`config.mk`:
```
export PLATFORM = sky130hd
export DESIGN_NAME = ddr5_req_queue_flat
export DESIGN_NICKNAME = d
export VERILOG_FILES = /design/src/rtl/ddr5_req_queue_pkg.sv /design/src/rtl/ddr5_req_queue_if.sv /design/src/rtl/ddr5_addr_decode.sv /design/src/rtl/ddr5_req_queue.sv /design/src/flat_wrapper.sv
export SDC_FILE = /design/constraint.sdc
export NUM_CORES = 1
export LEC_CHECK = 0
export ABC_AREA = 1
export BUFFER_PORTS_ARGS = -buffer_cell sky130_fd_sc_hd__buf_2
export CORE_MARGIN = 4
export CORE_UTILIZATION = 40
export DETAILED_ROUTE_END_ITERATION = 7
export SLEW_MARGIN = 40
export SYNTH_ARGS = -nofsm -noshare
export SYNTH_HDL_FRONTEND = slang
export SYNTH_SLANG_ARGS = --single-unit
```
`constraint.sdc`:
```
create_clock -name clock -period 3.53 [get_ports clock]
set_input_delay 0.706 -clock clock [delete_from_list [all_inputs] [get_ports clock]]
set_output_delay 0.706 -clock clock [all_outputs]
set_load 0.005 [all_outputs]
```
`src/rtl/ddr5_req_queue_pkg.sv`:
```
// Shared types and address-map constants for the DDR5 request intake stage.
package ddr5_req_queue_pkg;

  typedef enum logic [1:0] {
    OP_READ    = 2'd0,
    OP_WRITE   = 2'd1,
    OP_IFETCH  = 2'd2,
    OP_ILLEGAL = 2'd3
  } op_e;

  typedef enum logic [1:0] {
    ST_IDLE       = 2'd0,
    ST_WAIT_TIME  = 2'd1,
    ST_WAIT_SPACE = 2'd2
  } stage_e;

  typedef struct packed {
    op_e         op;
    logic [3:0]  core;
    logic [15:0] row;
    logic [9:0]  col;
    logic [2:0]  bg;
    logic [1:0]  bank;
    logic        chan;
  } req_t;

  localparam int ADDR_W   = 34;
  localparam int ROW_MSB  = 33;
  localparam int ROW_LSB  = 18;
  localparam int COLH_MSB = 17;
  localparam int COLH_LSB = 12;
  localparam int BANK_MSB = 11;
  localparam int BANK_LSB = 10;
  localparam int BG_MSB   = 9;
  localparam int BG_LSB   = 7;
  localparam int CHAN_BIT = 6;
  localparam int COLL_MSB = 5;
  localparam int COLL_LSB = 2;

endpackage

```
`src/rtl/ddr5_req_queue_if.sv`:
```
// Request intake and head-of-queue bus of the DDR5 request queue.
interface ddr5_req_queue_if #(
  parameter int QUEUE_DEPTH = 16,
  parameter int TIME_W      = 64
);
  localparam int CNT_W = $clog2(QUEUE_DEPTH + 1);

  logic              in_valid;
  logic              in_ready;
  logic [TIME_W-1:0] in_cpu_cycle;
  logic [3:0]        in_core;
  logic [1:0]        in_op;
  logic [33:0]       in_addr;

  logic              head_valid;
  logic              head_ready;
  logic [1:0]        head_op;
  logic [3:0]        head_core;
  logic [15:0]       head_row;
  logic [9:0]        head_col;
  logic [2:0]        head_bg;
  logic [1:0]        head_bank;
  logic              head_chan;

  logic [TIME_W-1:0] now;
  logic [CNT_W-1:0]  count;
  logic              full;
  logic              empty;
  logic              err_illegal_op;

  modport slave (
    input  in_valid, in_cpu_cycle, in_core, in_op, in_addr, head_ready,
    output in_ready, head_valid, head_op, head_core, head_row, head_col,
    output head_bg, head_bank, head_chan, now, count, full, empty, err_illegal_op
  );

  modport master (
    output in_valid, in_cpu_cycle, in_core, in_op, in_addr, head_ready,
    input  in_ready, head_valid, head_op, head_core, head_row, head_col,
    input  head_bg, head_bank, head_chan, now, count, full, empty, err_illegal_op
  );
endinterface

```
`src/rtl/ddr5_addr_decode.sv`:
```
// Combinational split of a 34-bit byte address into DDR5 coordinates.
module ddr5_addr_decode
  import ddr5_req_queue_pkg::*;
(
  input  logic [ADDR_W-1:0] addr,
  input  op_e               op,
  input  logic [3:0]        core,
  output req_t              req
);
  // Bits [1:0] select a byte within a word and map to no DDR coordinate.
  logic unused_addr_bits;
  assign unused_addr_bits = ^addr[1:0];

  // Field extraction from the fixed address map.
  always_comb begin
    req      = '0;
    req.op   = op;
    req.core = core;
    req.row  = addr[ROW_MSB:ROW_LSB];
    req.col  = {addr[COLH_MSB:COLH_LSB], addr[COLL_MSB:COLL_LSB]};
    req.bg   = addr[BG_MSB:BG_LSB];
    req.bank = addr[BANK_MSB:BANK_LSB];
    req.chan = addr[CHAN_BIT];
  end
endmodule

```
`src/rtl/ddr5_req_queue.sv`:
```
// DDR5 scheduler intake: holds each trace request until its arrival cycle,
// decodes the address and queues it in order for the command-timing stage.
// Optional feature macro: DDR5_REQ_QUEUE_BYPASS_EN -- present the staged
// request straight on the head outputs when the queue is empty.
module ddr5_req_queue
  import ddr5_req_queue_pkg::*;
#(
  parameter int QUEUE_DEPTH = 16,
  parameter int TIME_W      = 64
) (
  input  logic            clock,
  input  logic            reset_n,
  ddr5_req_queue_if.slave bus
);
  localparam int PTR_W = $clog2(QUEUE_DEPTH);
  localparam int CNT_W = $clog2(QUEUE_DEPTH + 1);

  stage_e            state, state_nxt;
  logic [TIME_W-1:0] now_q;
  logic [TIME_W-1:0] stg_cycle;
  logic [ADDR_W-1:0] stg_addr;
  logic [3:0]        stg_core;
  op_e               stg_op;
  req_t              stg_req;
  op_e               in_op_e;

  req_t              mem [QUEUE_DEPTH];
  logic [PTR_W-1:0]  wr_ptr, rd_ptr;
  logic [CNT_W-1:0]  count_q;
  logic              err_q;

  logic fifo_valid, full_w, time_ok, byp_active, head_valid_w;
  logic pop, space, accept, release_w, byp_pop, push, fifo_pop;
  req_t head_req;

  assign in_op_e    = op_e'(bus.in_op);
  assign fifo_valid = (count_q != '0);
  assign full_w     = (count_q == CNT_W'(QUEUE_DEPTH));
  assign time_ok    = (now_q >= stg_cycle);

  ddr5_addr_decode u_decode (
    .addr (stg_addr),
    .op   (stg_op),
    .core (stg_core),
    .req  (stg_req)
  );

`ifdef DDR5_REQ_QUEUE_BYPASS_EN
  assign byp_active = !fifo_valid && (state != ST_IDLE) &&
                      ((state == ST_WAIT_SPACE) || time_ok);
`else
  assign byp_active = 1'b0;
`endif

  assign head_valid_w = fifo_valid || byp_active;
  assign pop          = head_valid_w && bus.head_ready;
  assign space        = !full_w || pop;

  // Staging FSM outputs: handshake, release and FIFO write/read strobes.
  always_comb begin
    bus.in_ready = (state == ST_IDLE);
    accept       = bus.in_valid && (state == ST_IDLE);
    release_w    = 1'b0;
    case (state)
      ST_WAIT_TIME:  release_w = time_ok && space;
      ST_WAIT_SPACE: release_w = space;
      default:       release_w = 1'b0;
    endcase
    byp_pop  = byp_active && bus.head_ready;
    push     = release_w && !byp_pop;
    fifo_pop = pop && fifo_valid;
  end

  // Staging FSM next-state: idle -> wait for arrival time -> wait for room.
  always_comb begin
    state_nxt = state;
    case (state)
      ST_IDLE:       if (accept && (in_op_e != OP_ILLEGAL)) state_nxt = ST_WAIT_TIME;
      ST_WAIT_TIME:  if (time_ok) state_nxt = space ? ST_IDLE : ST_WAIT_SPACE;
      ST_WAIT_SPACE: if (space) state_nxt = ST_IDLE;
      default:       state_nxt = ST_IDLE;
    endcase
  end

  // Staging FSM state register; reset discards any staged request.
  always_ff @(posedge clock or negedge reset_n) begin
    if (!reset_n) state <= ST_IDLE;
    else          state <= state_nxt;
  end

  // Staged request fields, captured on every accepted handshake.
  always_ff @(posedge clock) begin
    if (accept) begin
      stg_cycle <= bus.in_cpu_cycle;
      stg_addr  <= bus.in_addr;
      stg_core  <= bus.in_core;
      stg_op    <= in_op_e;
    end
  end

  // Free-running cycle counter and the illegal-op pulse.
  always_ff @(posedge clock or negedge reset_n) begin
    if (!reset_n) begin
      now_q <= '0;
      err_q <= 1'b0;
    end else begin
      now_q <= now_q + 1'b1;
      err_q <= accept && (in_op_e == OP_ILLEGAL);
    end
  end

  // FIFO storage, written with the decoded staged request on release.
  always_ff @(posedge clock) begin
    if (push) mem[wr_ptr] <= stg_req;
  end

  // FIFO pointers and occupancy; simultaneous push and pop keep count.
  always_ff @(posedge clock or negedge reset_n) begin
    if (!reset_n) begin
      wr_ptr  <= '0;
      rd_ptr  <= '0;
      count_q <= '0;
    end else begin
      if (push)     wr_ptr <= wr_ptr + 1'b1;
      if (fifo_pop) rd_ptr <= rd_ptr + 1'b1;
      case ({push, fifo_pop})
        2'b10:   count_q <= count_q + 1'b1;
        2'b01:   count_q <= count_q - 1'b1;
        default: count_q <= count_q;
      endcase
    end
  end

  // Head selection: FIFO head, else the staged request when bypassing.
  always_comb begin
    head_req = '0;
    if (fifo_valid)      head_req = mem[rd_ptr];
    else if (byp_active) head_req = stg_req;
  end

  assign bus.head_valid     = head_valid_w;
  assign bus.head_op        = head_req.op;
  assign bus.head_core      = head_req.core;
  assign bus.head_row       = head_req.row;
  assign bus.head_col       = head_req.col;
  assign bus.head_bg        = head_req.bg;
  assign bus.head_bank      = head_req.bank;
  assign bus.head_chan      = head_req.chan;
  assign bus.now            = now_q;
  assign bus.count          = count_q;
  assign bus.full           = full_w;
  assign bus.empty          = !fifo_valid;
  assign bus.err_illegal_op = err_q;
endmodule

```
`src/flat_wrapper.sv`:
```
// flat-port wrapper written by rule: the top's interface ports become plain ports
module ddr5_req_queue_flat import ddr5_req_queue_pkg::*;
#(
  parameter int QUEUE_DEPTH = 16,
  parameter int TIME_W      = 64
)
  (clock, reset_n, bus_in_valid, bus_in_cpu_cycle, bus_in_core, bus_in_op, bus_in_addr, bus_head_ready, bus_in_ready, bus_head_valid, bus_head_op, bus_head_core, bus_head_row, bus_head_col, bus_head_bg, bus_head_bank, bus_head_chan, bus_now, bus_count, bus_full, bus_empty, bus_err_illegal_op);
  ddr5_req_queue_if #(.QUEUE_DEPTH(QUEUE_DEPTH), .TIME_W(TIME_W)) bus_i ();
  input  logic clock;
  input  logic reset_n;
  input wire logic [$bits(bus_i.in_valid)-1:0] bus_in_valid;
  input wire logic [$bits(bus_i.in_cpu_cycle)-1:0] bus_in_cpu_cycle;
  input wire logic [$bits(bus_i.in_core)-1:0] bus_in_core;
  input wire logic [$bits(bus_i.in_op)-1:0] bus_in_op;
  input wire logic [$bits(bus_i.in_addr)-1:0] bus_in_addr;
  input wire logic [$bits(bus_i.head_ready)-1:0] bus_head_ready;
  output wire logic [$bits(bus_i.in_ready)-1:0] bus_in_ready;
  output wire logic [$bits(bus_i.head_valid)-1:0] bus_head_valid;
  output wire logic [$bits(bus_i.head_op)-1:0] bus_head_op;
  output wire logic [$bits(bus_i.head_core)-1:0] bus_head_core;
  output wire logic [$bits(bus_i.head_row)-1:0] bus_head_row;
  output wire logic [$bits(bus_i.head_col)-1:0] bus_head_col;
  output wire logic [$bits(bus_i.head_bg)-1:0] bus_head_bg;
  output wire logic [$bits(bus_i.head_bank)-1:0] bus_head_bank;
  output wire logic [$bits(bus_i.head_chan)-1:0] bus_head_chan;
  output wire logic [$bits(bus_i.now)-1:0] bus_now;
  output wire logic [$bits(bus_i.count)-1:0] bus_count;
  output wire logic [$bits(bus_i.full)-1:0] bus_full;
  output wire logic [$bits(bus_i.empty)-1:0] bus_empty;
  output wire logic [$bits(bus_i.err_illegal_op)-1:0] bus_err_illegal_op;
  assign bus_i.in_valid = bus_in_valid;
  assign bus_i.in_cpu_cycle = bus_in_cpu_cycle;
  assign bus_i.in_core = bus_in_core;
  assign bus_i.in_op = bus_in_op;
  assign bus_i.in_addr = bus_in_addr;
  assign bus_i.head_ready = bus_head_ready;
  assign bus_in_ready = bus_i.in_ready;
  assign bus_head_valid = bus_i.head_valid;
  assign bus_head_op = bus_i.head_op;
  assign bus_head_core = bus_i.head_core;
  assign bus_head_row = bus_i.head_row;
  assign bus_head_col = bus_i.head_col;
  assign bus_head_bg = bus_i.head_bg;
  assign bus_head_bank = bus_i.head_bank;
  assign bus_head_chan = bus_i.head_chan;
  assign bus_now = bus_i.now;
  assign bus_count = bus_i.count;
  assign bus_full = bus_i.full;
  assign bus_empty = bus_i.empty;
  assign bus_err_illegal_op = bus_i.err_illegal_op;
  ddr5_req_queue #(.QUEUE_DEPTH(QUEUE_DEPTH), .TIME_W(TIME_W)) u_core (.clock(clock), .reset_n(reset_n), .bus(bus_i));
endmodule
```
==> flow_metrics.env, run 1 <==
export IMPL_p_sw_mw=9.49
export IMPL_layout_commonest_cell="edfxtp_1"
export IMPL_grt_max_degree=109
export IMPL_slew_violations=0
export IMPL_tightest_slew_ps=702
export IMPL_clkPwrFrac_pct=31.8
export IMPL_rows=104
export IMPL_synth_seq_cells=790
export IMPL_cts_buffers=86
export IMPL_grt_busiest_layer="met2"
export IMPL_setup_viol=0
export IMPL_slew_limit_headroom_pct=52.9
export IMPL_worst_setup_path_end_kind="output pin"
export IMPL_start_util_pct=40.4
export IMPL_ff2ff_path_depth=25
export IMPL_grt_pass1_wl_um=134000
export IMPL_stdcell_count=4038
export IMPL_grt_pass1_vias=22700
export IMPL_start_kind="flop"
export IMPL_first_pass_iters=5
export IMPL_power_density_nw_per_um2=723
export IMPL_cap_violations=0
export IMPL_power_mw=28.6
export IMPL_syn_cell_area_um2=32700
export IMPL_cp_arrival_ps=2720
export IMPL_grt_util_met3_pct=3.54
export IMPL_clk_latency_ps=640
export IMPL_wl_per_cell_um=22.4
export IMPL_synth_seq_area_share_pct=71.4
export IMPL_fin_setup_tns_ps=0
export IMPL_status="finished, final reports clean"
export IMPL_fillers=6969
export IMPL_drt_first_iter_violations=1866
export IMPL_path_clk_slew_ps=70
export IMPL_antenna_found_initial=6
export IMPL_dieArea_um2=86300
export IMPL_crit_path_max_fanout=39
export IMPL_syn_nets=2756
export IMPL_die_h_um=294
export IMPL_fin_skew_ps=29.6
export IMPL_synth_cells=2571
export IMPL_via_per_inst=5.50
export IMPL_max_clock_freq_ghz=0.292
export IMPL_layout_common_cells="edfxtp_1 (710), nor2_1 (401), o21ai_0 (335)"
export IMPL_synthDistinctLibCells=40
export IMPL_vias=22200
export IMPL_min_period_ps=3430
export IMPL_hold_class="primary input to async pin"
export IMPL_drive_gt1_share_pct=19.3
export IMPL_overflow=0
export IMPL_cts_sinks=790
export IMPL_min_period_over_period_pct=97.1
export IMPL_tritoncts="done"
export IMPL_grt_usage_pct=20.3
export IMPL_htreeDepth=3
export IMPL_ff2ff_setup_slack_ps=100
export IMPL_yosys_warnings=0
export IMPL_rsz0062_at_grt="yes"
export IMPL_place_congestion=0.899
export IMPL_cp_required_ps=2820
export IMPL_root_buffer="clkbuf_16"
export IMPL_io_buffer_count=217
export IMPL_gr_usage_met1_pct=25.7
export IMPL_fp_dieW_um=294
export IMPL_critPathKind="flop to output pin"
export IMPL_syn_to_final_growth_pct=21.0
export IMPL_r2r_start="u_core.bus.now[59]$_DFF_PN0_"
export IMPL_routed_wl_um=90600
export IMPL_ant_nets=0
export IMPL_r2r_end="u_core.bus.count[4]$_DFFE_PN0P_"
export IMPL_gr_usage_met2_pct=35.3
export IMPL_dp_cells=3864
export IMPL_design_core_area_um2=80800
export IMPL_combinationalPowerShare_pct=28.7
export IMPL_async_flop_share_pct=10.1
export IMPL_clockBufferDepth=3
export IMPL_nNetsFinal=3091
export IMPL_synth_ff_type="edfxtp_1"
export IMPL_report_final_hold_viol_count=0
export IMPL_avgSynthCellArea_um2=12.7
export IMPL_internal_power_mw=19.1
export IMPL_synth_edff_count=710
export IMPL_vdd_drop_max_uv=487
export IMPL_io_pins=220
export IMPL_netSwitchingFraction_pct=33.2
export IMPL_p_leak_nw=14.5
export IMPL_dpl_hpwl_um=53000
export IMPL_post_route_drc_count=0
export IMPL_cts_hold_fix_buffers=0
export IMPL_p_seq_share_pct=39.5
-- logic make-up (layout without fill, tap and decap cells) --
family	count (synthesis)	in the layout	share of synthesized area, %
simple gates	778	778	10.3
other cells	0	2	0
flops	790	790	71.4
compound gates	563	563	10.1
buf+inv	295	700	3.50
xor+xnor	68	68	1.82
fa+ha+maj	77	77	2.95
-- power by group through the flow --
stage | sequential, mW | combinational [mW] | clock (mW)
global placement | 11.5 | 7.43 | 0
CTS | 11.3 | 7.78 | 9.28
finish | 11.3 | 8.19 | 9.09
global route | 11.3 | 8.98 | 9.68
floorplan | 11.3 | 4.51 | 0
detailed placement | 11.5 | 7.64 | 0
-- metrics by stage --
stage                     worst slack, ps  hold slack, ps  instance area [um2]  utilization [%]
final                                 102            69.7                39500             48.9
after CTS                           -78.1            47.1                39200             48.5
after detailed placement             -142             496                36300             44.9
after global placement              -85.6             480                36300             44.9
after floorplan                      -413             410                32700                -
after global routing                 -136            82.8                39500             48.9
-- sequential cells by signal, indices dropped and copies added (netlist names) --
register and count:
u_core.stg_core 4, u_core.stg_addr 32, u_core.stg_cycle 64, u_core.rd_ptr 4, u_core.wr_ptr 4, u_core.bus.err_illegal_op 1, u_core.stg_op 2, u_core.bus.count 5
u_core.mem 608, u_core.bus.now 64, u_core.state 2
-- area by class of cell --
type / instances / area (um2) / area share, %
Clock inverter: 56 / 604 / 1.53
Antenna cell: 2 / 5.00 / 0.0127
Timing Repair inverter: 1 / 11.3 / 0.0285
Clock buffer: 102 / 2250 / 5.70
Sequential cell: 790 / 23300 / 59.0
Inverter: 165 / 653 / 1.65
Multi-Input combinational cell: 1486 / 8450 / 21.4
Timing Repair Buffer: 376 / 2890 / 7.32
Tap cell: 1060 / 1330 / 3.36
-- critical path: stages (launching register included) --
cell and delay (ps):
dfrtp_4 540, inv_6 210, buf_16 260, buf_12 180
o21ai_0 100, o221ai_1 210, nand3_1 150, a21oi_1 220
buf_2 190
-- Yosys cell counts, drive strengths merged, types with 2 or more instances --
| library cell | count | area, um2 |
|---|---|---|
| a21o | 2 | 15.0 |
| nor4 | 12 | 81.3 |
| nor3b | 3 | 27.5 |
| inv | 163 | 612 |
| nand4 | 28 | 205 |
| clkinv | 2 | 7.51 |
| and3 | 2 | 12.5 |
| xor2 | 58 | 508 |
| dfrtp | 80 | 2000 |
| nand2 | 177 | 679 |
| nand3b | 2 | 27.5 |
| o221ai | 110 | 963 |
| clkbuf | 104 | 390 |
| a21oi | 71 | 355 |
| o22ai | 42 | 263 |
| xnor2 | 10 | 87.6 |
| o21ai | 337 | 1690 |
| ha | 77 | 963 |
| edfxtp | 710 | 21300 |
| nor3 | 46 | 268 |
| nor2 | 427 | 1640 |
| nand3 | 79 | 408 |
| buf | 26 | 133 |
-- routing by layer --
metal / vias to the layer above / part of all wire, %
met5: - / 0.023
met4: 4 / 2.9
met3: 175 / 7.1
met2: 892 / 50
met1: 11100 / 40
li1: 10100 / -
-- timing repair --
item	CTS	global route
pin swaps	0	4
resized for setup	13	31
gates cloned	0	4
buffers inserted	1	9
endpoints found under the setup margin	31	31
-- how the worst max path moves through the flow --
stage | startpoint | to | slack, ps | depth (start not counted)
3_5_place_dp | u_core.bus.now[59]$_DFF_PN0_ | u_core.bus.count[4]$_DFFE_PN0P_ | -140 | 23
3_3_place_gp | u_core.bus.now[59]$_DFF_PN0_ | u_core.bus.count[4]$_DFFE_PN0P_ | -90 | 23
6_report | u_core.rd_ptr[1]$_DFFE_PN0P_ | bus_head_col[5] | 100 | 8
5_1_grt | u_core.bus.now[59]$_DFF_PN0_ | u_core.bus.count[4]$_DFFE_PN0P_ | -140 | 25
4_1_cts | u_core.rd_ptr[0]$_DFFE_PN0P_ | bus_head_col[0] | -80 | 6
2_1_floorplan | u_core.bus.now[55]$_DFF_PN0_ | u_core.mem[10][0]$_DFFE_PP_ | -410 | 15
Power figures use the tool's default switching activity.
==> inputs of run 2 (changes only) <==
- MAX_ROUTING_LAYER: unset -> met4
==> run 2 against run 1 <==
Register-to-register slack improved by 60 ps. Final cell count shrank 0.42%. Clock-buffer cell count grew 3. Clock skew grew 22 ps. Largest cell class unchanged. Sequential cell count stayed put. Fmax grew 0.19%.
==> flow_metrics.env, run 2 (synthesis gave the netlist of run 1 again) <==
export IMPL_wl_per_cell_um=22.3
export IMPL_clockBufferDepth=3
export IMPL_layout_common_cells="edfxtp_1 (710), nor2_1 (400), o21ai_0 (335)"
export IMPL_cap_violations=0
export IMPL_io_pins=220
export IMPL_report_final_hold_viol_count=0
export IMPL_start_kind="flop"
export IMPL_slew_violations=0
export IMPL_htreeDepth=3
export IMPL_multi_input_area_um2=8410
export IMPL_dieArea_um2=86300
export IMPL_ff2ff_setup_slack_ps=160
export IMPL_seq_area_um2=23300
export IMPL_vias=22000
export IMPL_max_clock_freq_ghz=0.292
export IMPL_crit_family="compound AO/OA/AOI/OAI gates"
export IMPL_nNetsFinal=3074
export IMPL_regMostFlops="u_core.mem"
export IMPL_hold_class="primary input to async pin"
export IMPL_overflow=0
export IMPL_r2r_start="u_core.bus.now[19]$_DFF_PN0_"
export IMPL_via_per_inst=5.47
export IMPL_start_util_pct=40.4
export IMPL_rsz0062_at_grt="yes"
export IMPL_ant_nets=0
export IMPL_die_h_um=294
export IMPL_root_buffer="clkbuf_16"
export IMPL_cp_arrival_ps=2720
export IMPL_slew_limit_headroom_pct=54.7
export IMPL_grt_max_degree=100
export IMPL_cp_slowest_cell="dfrtp_4"
export IMPL_post_route_util_pct=48.5
export IMPL_critPathCapture="bus_head_row[11]"
export IMPL_grt_pass1_wl_um=134000
export IMPL_dpl_hpwl_um=52400
export IMPL_largest_reg_flops=608
export IMPL_path_depth=6
export IMPL_drt_first_iter_violations=1851
export IMPL_tightest_slew_ps=674
export IMPL_vdd_drop_max_uv=407
export IMPL_p_leak_nw=14.3
export IMPL_path_clk_slew_ps=60
export IMPL_design_core_area_um2=80800
export IMPL_setup_viol=0
export IMPL_io_buffer_count=217
export IMPL_worst_setup_path_end_kind="output pin"
export IMPL_crit_path_max_fanout=90
export IMPL_status="finished, final reports clean"
export IMPL_antenna_found_initial=4
export IMPL_post_route_drc_count=0
export IMPL_fin_skew_ps=51.7
export IMPL_power_density_nw_per_um2=712
export IMPL_grt_usage_pct=20.8
export IMPL_grt_pass1_vias=22600
export IMPL_clk_latency_ps=660
export IMPL_rows=104
export IMPL_layout_commonest_cell="edfxtp_1"
export IMPL_place_congestion=0.933
export IMPL_min_period_over_period_pct=96.9
export IMPL_final_setup_worst_slack_ps=109
export IMPL_cp_required_ps=2820
export IMPL_cts_buffers=84
export IMPL_crit_buf_inv=2
export IMPL_tritoncts="done"
export IMPL_place_ws_ps=41.5
export IMPL_fp_dieW_um=294
export IMPL_first_pass_iters=5
export IMPL_r2r_end="u_core.bus.count[4]$_DFFE_PN0P_"
export IMPL_fillers=6964
export IMPL_critical_path_cell_chain="buf_12 > o21ai_0 > o221ai_1 > nand3_1 > a21oi_1 > buf_2"
export IMPL_worstSetupStartpoint="u_core.rd_ptr[0]$_DFFE_PN0P_"
export IMPL_stdcell_count=4021
export IMPL_critPathKind="flop to output pin"
export IMPL_dp_cells=3856
export IMPL_drive_gt1_share_pct=18.7
export IMPL_syn_to_final_growth_pct=19.8
export IMPL_slowest_delay_ps=620
export IMPL_min_period_ps=3420
export IMPL_ff2ff_path_depth=22
export IMPL_cts_sinks=790
export IMPL_routed_wl_um=89600
-- run 2: area by class of cell --
cell class / instances / share of cell area (%)
Antenna cell: 3 / 0.0192
Sequential cell: 790 / 59.6
Inverter: 165 / 1.64
Multi-Input combinational cell: 1486 / 21.5
Clock buffer: 105 / 5.65
Clock inverter: 50 / 1.36
Tap cell: 1060 / 3.39
Timing Repair Buffer: 361 / 6.86
Timing Repair inverter: 1 / 0.0224
-- run 2: metal layers --
| metal | wire [um] | GRT usage, % | up-vias |
|---|---|---|---|
| met3 | 6040 | 3.65 | 167 |
| met2 | 44300 | 34.9 | 839 |
| met4 | 2470 | 6.76 | 0 |
| met1 | 36800 | 25.9 | 11000 |
| met5 | 0 | - | - |
| li1 | - | - | 10000 |
-- run 2: power breakdown --
part / switching [mW] / internal [mW] / leakage [nW] / total [mW]
Combinational: 5.20 / 2.63 / 5.50 / 7.83
Clock: 3.73 / 5.02 / 1.33 / 8.75
Sequential: 0.472 / 10.8 / 7.50 / 11.3
Total: 9.40 / 18.5 / 14.3 / 27.9
-- run 2: worst min-delay path by stage --
stage / from / endpoint / slack, ps / depth (start not counted)
6_report: reset_n / u_core.bus.now[18]$_DFF_PN0_ / 70 / 1
2_1_floorplan: reset_n / u_core.bus.count[0]$_DFFE_PN0P_ / 410 / 0
3_3_place_gp: u_core.state[1]$_DFFE_PN0P_ / u_core.state[1]$_DFFE_PN0P_ / 480 / 2
5_1_grt: reset_n / u_core.bus.now[18]$_DFF_PN0_ / 110 / 1
3_5_place_dp: u_core.state[1]$_DFFE_PN0P_ / u_core.state[1]$_DFFE_PN0P_ / 510 / 2
4_1_cts: reset_n / u_core.bus.now[18]$_DFF_PN0_ / 60 / 1
-- run 2: per-stage QoR --
step	total power [mW]	TNS (ps)	hold slack, ps	area, um2
2_1_floorplan	15.8	-172110	410	32700
3_3_place_gp	18.7	0	481	36200
3_5_place_dp	19.0	0	513	36200
4_1_cts	27.8	-13.1	62.8	39000
5_1_grt	29.3	-96.6	105	39200
6_report	27.9	0	72.7	39200
-- run 2: worst reg2reg max path: cells and delay by family (launching register included) --
kind                       cells  cell delay [ps]
adders and majority gates      3              720
and+or+nand+nor               11             1150
DFF                            1              380
buffers and inverters          1               60
AOI/OAI and AO/OA              5              610
xor gates and xnor gates       2              300
-- run 2: repair_timing --
action	4_1_cts	5_1_grt
endpoints found under the setup margin	33	24
resized for setup	7	27
setup buffers	3	0
hold buffers	0	0
cloned	1	3
pin swaps	0	1
